$ cat src/rtl/hazard_scoreboard.sv
// hazard_scoreboard: RAW forwarding (youngest stage wins) and stall unit with a long-latency write scoreboard; in: rf_raddr, byp_*, id_issue/id_long/id_waddr, lw_done/lw_waddr, flush; out: pause, fwd_occur, fwd_data, sb_busy, perf_stall_cnt (counter only when HZD_PERF_CNT_EN is defined)
module hazard_scoreboard #(
  parameter int NREAD    = 2,
  parameter int NSTAGE   = 3,
  parameter int MAX_LONG = 4
) (
  input  logic                 clk,
  input  logic                 reset,
  input  logic [NREAD*5-1:0]   rf_raddr,
  input  logic [NSTAGE-1:0]    byp_we,
  input  logic [NSTAGE*5-1:0]  byp_waddr,
  input  logic [NSTAGE-1:0]    byp_ready,
  input  logic [NSTAGE*32-1:0] byp_data,
  input  logic                 id_issue,
  input  logic                 id_long,
  input  logic [4:0]           id_waddr,
  input  logic                 lw_done,
  input  logic [4:0]           lw_waddr,
  input  logic                 flush,
  output logic                 pause,
  output logic [NREAD-1:0]     fwd_occur,
  output logic [NREAD*32-1:0]  fwd_data,
  output logic [31:0]          sb_busy,
  output logic [31:0]          perf_stall_cnt
);
  localparam int CW = $clog2(MAX_LONG + 1);
  logic [31:0] busy_q, busy_d;
  logic [CW-1:0] cnt_q, cnt_d;
  logic [NREAD-1:0] rdy;
  logic sb_stall, set, clr;
  always_comb begin
    fwd_occur = '0;
    fwd_data = '0;
    rdy = '1;
    sb_stall = 1'b0;
    for (int i = 0; i < NREAD; i++) begin
      for (int s = NSTAGE - 1; s >= 0; s--)
        if (byp_we[s] && rf_raddr[5*i+:5] != 5'd0 && byp_waddr[5*s+:5] == rf_raddr[5*i+:5]) begin
          fwd_occur[i] = 1'b1;
          fwd_data[32*i+:32] = byp_data[32*s+:32];
          rdy[i] = byp_ready[s];
        end
      sb_stall = sb_stall | busy_q[rf_raddr[5*i+:5]];
    end
  end
  assign pause = |(fwd_occur & ~rdy) | sb_stall | (id_long & (busy_q[id_waddr] | cnt_q == CW'(MAX_LONG)));
  assign set = id_issue & id_long & (id_waddr != 5'd0);
  assign clr = lw_done & busy_q[lw_waddr];
  always_comb begin
    busy_d = flush ? '0 : (busy_q | (set ? 32'd1 << id_waddr : 32'd0)) & ~(clr ? 32'd1 << lw_waddr : 32'd0);
    cnt_d = flush ? '0
          : (set && !clr && cnt_q != CW'(MAX_LONG)) ? cnt_q + CW'(1)
          : (clr && !set && cnt_q != '0) ? cnt_q - CW'(1)
          : cnt_q;
  end
  always_ff @(posedge clk) begin
    if (reset) begin
      busy_q <= '0;
      cnt_q <= '0;
    end else begin
      busy_q <= busy_d;
      cnt_q <= cnt_d;
    end
  end
  assign sb_busy = busy_q;
`ifdef HZD_PERF_CNT_EN
  logic [31:0] perf_q, perf_d;
  always_comb perf_d = (pause && perf_q != '1) ? perf_q + 32'd1 : perf_q;
  always_ff @(posedge clk) perf_q <= reset ? '0 : perf_d;
  assign perf_stall_cnt = perf_q;
`else
  assign perf_stall_cnt = '0;
`endif
endmodule
$ cat config.mk
export PLATFORM = sky130hd
export DESIGN_NAME = hazard_scoreboard
export DESIGN_NICKNAME = d
export VERILOG_FILES = /design/src/rtl/hazard_scoreboard.sv
export SDC_FILE = /design/constraint.sdc
export NUM_CORES = 1
export LEC_CHECK = 0
export CAP_MARGIN = 20
export CORE_ASPECT_RATIO = 0.6
export CORE_UTILIZATION = 42
export DETAILED_ROUTE_END_ITERATION = 7
export GPL_ROUTABILITY_DRIVEN = 1
export GPL_TIMING_DRIVEN = 1
export PLACE_DENSITY = 0.86
export SLEW_MARGIN = 15
export SYNTH_ARGS = -nofsm -noshare
export SYNTH_HDL_FRONTEND = slang
export SYNTH_SLANG_ARGS = --single-unit
$ cat constraint.sdc
create_clock -name clk -period 6.05 [get_ports clk]
set_input_delay 1.21 -clock clk [delete_from_list [all_inputs] [get_ports clk]]
set_output_delay 1.21 -clock clk [all_outputs]
set_load 0.01 [all_outputs]
==> results of run 1 <==
## path summary, 6_finish.rpt
path	startpoint	end	slack [ns]	cells past startpoint
worst min-delay path	sb_busy[0]	sb_busy[0]	0.58	2
worst max-delay path	rf_raddr[7]	fwd_data[53]	0.65	7
worst max register to register	sb_busy[28]	cnt_q[2]	2.90	9
worst min register to register	sb_busy[0]	sb_busy[0]	0.58	2
## synth_stat cells, types with 5 or more instances
master,number,area [µm²]
clkbuf_1,21,78.8
xnor2_1,24,210
a21oi_1,96,480
nor3_1,6,30.0
a211oi_1,24,180
mux4_2,35,788
buf_6,6,67.6
inv_1,6,22.5
nand4_1,7,43.8
buf_4,35,263
mux2_2,5,56.3
a22oi_1,52,390
dfxtp_1,35,701
mux2i_1,15,150
a311oi_1,8,70.1
nand2_1,15,56.3
buf_2,15,75.1
nand3_1,11,55.1
nor2b_1,10,62.6
xor2_1,6,52.6
buf_1,11,41.3
a22oi_2,11,138
nor2_1,84,315
## area by class of cell
type	instances	area share [%]
multi-input cells	487	49.7
repair buffers	259	35.5
flip-flops and latches	35	9.66
well taps	139	2.40
clock buffers	6	1.91
clock inverters	2	0.535
inverters	6	0.310
## metal layers
layer	track usage, %	vias up
met5	0	-
met4	6.77	0
met3	6.73	33
met2	51.7	360
met1	47.8	2751
li1	-	2581
## state kept, by name, summed over array words and instances, names as in the netlist
name and cells:
cnt_q 3, sb_busy 32
## cell usage in the layout, fill, tap and decap left out, types with 7 or more instances in the layout
cell and n:
a211oi_1 24, a21oi_1 96, a22oi_1 52, a22oi_2 11
a311oi_1 8, buf_4 16, clkdlybuf4s50_1 241, conb_1 32
dfxtp_1 35, mux2i_1 15, mux4_2 35, nand2_1 15
nand3_1 11, nand4_1 7, nor2_1 83, nor2b_1 10
xnor2_1 24
## kinds of logic after synthesis
kind of cell	count (synthesis)
adder cells (fa/ha/maj)	1
AO/OA/AOI/OAI	205
other	1
flip-flops	35
XOR/XNOR	30
AND/OR/NAND/NOR	164
buffers and inverters	94
multiplexers	55
## critical path, stage by stage
cell and delay (ns):
clkdlybuf4s50_1 0.70, or4_1 0.20, nor2_1 0.08, or4_2 0.91, buf_4 0.29, a21oi_1 0.21, clkdlybuf4s50_1 0.58
## report_power, final
part           internal, µW  switching [µW]
Combinational           163             142
Sequential              232            2.59
Clock                   207             103
## metrics by stage
| step | setup WS (ns) | hold slack (ns) | power (µW) |
|---|---|---|---|
| 4_1_cts | 0.644 | 0.576 | 848 |
| 5_1_grt | 0.508 | 0.594 | 881 |
| 2_1_floorplan | 1.87 | 0.496 | 385 |
| 6_report | 0.651 | 0.577 | 850 |
| 3_3_place_gp | 0.681 | 0.548 | 533 |
| 3_5_place_dp | 0.641 | 0.560 | 539 |
==> results.md, run 1 <==
* Status: complete, but fails checks
* Violated checks: DRC
* Mean Syn Cell Area at 8.08 µm²
* Final Critical Period at 5.40 ns
* Io pins at 274
* Vias/cell at 6.13
* Pwr Density at 117 mW/mm²
* Largest family of logic cells by synthesized area: compound AO/OA/AOI/OAI gates
* # Max-Cap Violations at 0
* Dpl hpwl at 15700 µm
* WL final at 20000 µm
* Routed WL per cell at 21.4 µm
* Port Buffers at 241
* Postcts setup bufs at 0
* Min-delay worst type: reg -> reg
* Synthesis warning total at 0
* Fin Setup TNS at 0 ns
* Final core occ at about two thirds
* Clock latency at the later pin of the worst-skew pair at 0.28 ns
* Standard-cell row count at 29
* RSZ-0062 raised after global routing: no
* Area of the multi-input gates at around 0.0036 mm²
* Chip height at 84.2 µm
* Syn Inst Count at just under 600
* Initial antenna violation count at 0
* # setup viols final at 0
* Total track usage at 33.3%
* Placed cell areas at 0.00708 mm²
* Met2 wire length at 8960 µm
* DR DRC count at 15
* Pre-antenna DRT Iters at 8
* Max VDD drop at 0.104 mV
* Yosys reg bits at 35
* Cts repair resizes at 0
* Met3 wire length at around 2100 µm
* Vias in the first global route at approximately 5300
* Crit path capture type: primary output
* Antenna Violating Nets Remaining at 0
* # diodes at 0
* Async SR Flop Fraction at 0%
* Final Non-Filler Cells at ~930
* Starting density of the core at 44.0%
* Gpl congestion at 0.980
* Largest net degree at the start of global routing at 37
* Synth Area in Simple Gates at roughly 17%
* Die Width at 139 µm
* Area of the mapped netlist at 0.00473 mm²
* Clock skew at between 0.003 and 0.004 ns
* Register area at 701 µm²
* Fillers at 872
* CTS Sinks at 35
* CP startpoint kind: input pin
* Nets at between 900 and 1000
* Sequential fraction of the synthesis area at 14.8%
* Worst-Margin Slew at between 0.9 and 1 ns
* Tcrit/Tclk final at 89.2%
* Dpl cells at 926
* DR top layer: met4
* CP max FO at 18
* Xor/xnor share of the synthesized area at 5.56%
* # hold bufs at CTS at 0
* CORE AREA at 0.0107 mm²
* Leak at 0.00249 µW
* CTS tree: built
* Post-synth EDFFs at 0
* Routed via count at 5725
* Worst setup path class: in -> out
* First-pass GRT wire length at about 30000 µm
* Syn-to-layout area delta at 53.5%
* Fin area at around 0.0073 mm²
* Worst path arrival time at 4.19 ns
* Cts bufs inserted at 5
* GR Overflow Total at 0
* Synth cell types at 49
* Metal-1 WL at 8610 µm
* Post-synthesis compound-gate area fraction at 29.2%
* First-iteration detailed-routing DRC count at 678
* Fin. Hold Viols at 0
* Largest buffer count on any clock path at 2
* Final Max Tran Viols at 0
* Share of cells above drive strength 1 at approximately 12%
* Slew headroom at 39.8%
* Mux cell area share after synthesis at between 20% and 30%
* Reg clk slew, reported paths at 0.06 ns
* Adder-cell area share of the yosys netlist at less than 1%
* Crit path required time at 4.84 ns
* CTS root buffer: clkbuf_16
* Max frequency at 185 MHz
* Most used DFF post-synth: dfxtp_1
* Max H-tree Level at 2
* Full die area at 0.0117 mm²
(Power assumes the default switching activity.)
==> run 2, diff against run 1 <==
--- a/config.mk
+++ b/config.mk
@@ -11,8 +11,10 @@
 export DETAILED_ROUTE_END_ITERATION = 7
 export GPL_ROUTABILITY_DRIVEN = 1
 export GPL_TIMING_DRIVEN = 1
-export PLACE_DENSITY = 0.86
+export PLACE_DENSITY = 0.88
+export SKIP_LAST_GASP = 1
 export SLEW_MARGIN = 15
 export SYNTH_ARGS = -nofsm -noshare
 export SYNTH_HDL_FRONTEND = slang
 export SYNTH_SLANG_ARGS = --single-unit
+export TNS_END_PERCENT = 30
==> results.md, run 2 (same netlist as run 1, synthesis figures left out) <==
* Status: complete, but fails checks
* Violated checks: DRC
* Share of cells above drive strength 1 at 11.2%
* # diodes at 0
* Worst path slowest cell: or4_2
* Postcts setup bufs at 0
* Gpl congestion at about 0.98
* Critical Path Most Common Cell: clkdlybuf4s50_1
* First-iteration detailed-routing DRC count at 799
* GR Overflow Total at 0
* Crit path capture type: primary output
* Nets at around 940
* Full die area at 0.0117 mm²
* Max frequency at 182 MHz
* Clock latency at the later pin of the worst-skew pair at 0.28 ns
* Crit path required time at 4.84 ns
* CTS root buffer: clkbuf_16
* Total track usage at 33.9%
* Syn-to-layout area delta at 52.3%
* Final Max Tran Viols at 0
* Largest net degree at the start of global routing at 36
* Final Critical Period at 5.48 ns
* DR DRC count at 16
* Max VDD drop at between 0.1 and 0.15 mV
* # hold bufs at CTS at 0
* Min-delay worst type: reg -> reg
* Routed WL per cell at about 22 µm
* Most common cell after layout, fill and taps aside: clkdlybuf4s50_1
* Leak at around 0.0025 µW
* WL final at 20300 µm
* R2r setup slk at 2.85 ns
* Initial antenna violation count at 0
* CORE AREA at 0.0107 mm²
* Standard-cell row count at 29
* Final core occ at 67.0%
* CTS tree: built
* Cts repair resizes at 0
* Die Width at 139 µm
* CTS Sinks at 35
* Max incr delay on CP at 0.91 ns
* Dpl ws at roughly 0.57 ns
* RSZ-0062 raised after global routing: no
* Max H-tree Level at 2
* Tcrit/Tclk final at 90.6%
* Worst hold margin at approximately 0.55 ns
* Worst setup margin at 0.567 ns
* CP Cell Sequence: clkdlybuf4s50_1, or4_1, nor2_1, or4_2, buf_4, a21oi_1, clkdlybuf4s50_1
* Largest buffer count on any clock path at 2
* # setup viols final at 0
* Fin. Hold Viols at 0
* Worst-Margin Slew at ~0.86 ns
* Pre-antenna DRT Iters at 8
* # Max-Cap Violations at 0
* CP startpoint kind: input pin
* First-pass GRT wire length at 31200 µm
* Io pins at 274
* Slew headroom at between 40% and 50%
* Routed via count at slightly below 6000
* Port Buffers at 241
* Vias/cell at 6.27
* Most frequent cells in the layout: 241 x clkdlybuf4s50_1, 96 x a21oi_1, 83 x nor2_1
* Starting density of the core at 44.0%
* Antenna Violating Nets Remaining at 0
* Clock skew at 0.00532 ns
* Cts bufs inserted at 5
* Reg clk slew, reported paths at 0.06 ns
* Dpl hpwl at 15900 µm
* CP max FO at 32
* Vias in the first global route at 5584
* Fillers at approximately 850
* Worst path arrival time at 4.27 ns
* Fin Setup TNS at 0 ns
* Worst setup path class: in -> out
* Chip height at 84.2 µm
* Pwr Density at about 120 mW/mm²
* Max reg flops at 32
run 2: final timing paths:
| check | startpoint | to | cells past startpoint |
|---|---|---|---|
| worst max-delay path | rf_raddr[7] | fwd_data[43] | 7 |
| worst min-delay path | sb_busy[0] | sb_busy[0] | 2 |
| worst min register to register | sb_busy[0] | sb_busy[0] | 2 |
| worst max register to register | sb_busy[19] | cnt_q[2] | 9 |
run 2: layout make-up:
class,count,area [µm²],area share [%]
Multi-Input combinational cell,487,3610,50.1
Timing Repair Buffer,256,2520,35.1
Sequential cell,35,701,9.73
Tap cell,139,174,2.42
Clock buffer,5,125,1.74
Clock inverter,3,43.8,0.608
Inverter,6,22.5,0.313
run 2: layer usage:
metal | vias to the layer above | GRT usage (%) | wire length [µm]
met4 | 0 | 6.87 | 324
met3 | 33 | 6.62 | 2800
met5 | - | 0 | 0
li1 | 2569 | - | -
met1 | 2754 | 47.9 | 8060
met2 | 486 | 53.9 | 9110
run 2: per-stage QoR:
step / cell area (µm²) / cells / power, µW
2_1_floorplan: 4840 / 616 / 385
3_3_place_gp: 7030 / 923 / 532
3_5_place_dp: 7030 / 923 / 540
4_1_cts: 7200 / 931 / 835
5_1_grt: 7200 / 931 / 865
6_report: 7200 / 931 / 843
run 2: power by group:
part	switching (µW)	total, µW	internal (µW)
Combinational	147	308	162
Sequential	2.61	234	232
Clock	106	300	194
Total	255	843	588
run 2: critical path, delay by kind of cell:
kind,cells,cell delay [ns]
and+or+nand+nor,3,1.18
AOI/OAI and AO/OA,1,0.28
buffers and inverters,3,1.59
==> run 3, diff against run 2 <==
--- a/config.mk
+++ b/config.mk
@@ -5,7 +5,6 @@
 export SDC_FILE = /design/constraint.sdc
 export NUM_CORES = 1
 export LEC_CHECK = 0
-export CAP_MARGIN = 20
 export CORE_ASPECT_RATIO = 0.6
 export CORE_UTILIZATION = 42
 export DETAILED_ROUTE_END_ITERATION = 7
==> results of run 3 <==
Same layout as run 2: the final DEF is identical, and so are final timing and power.
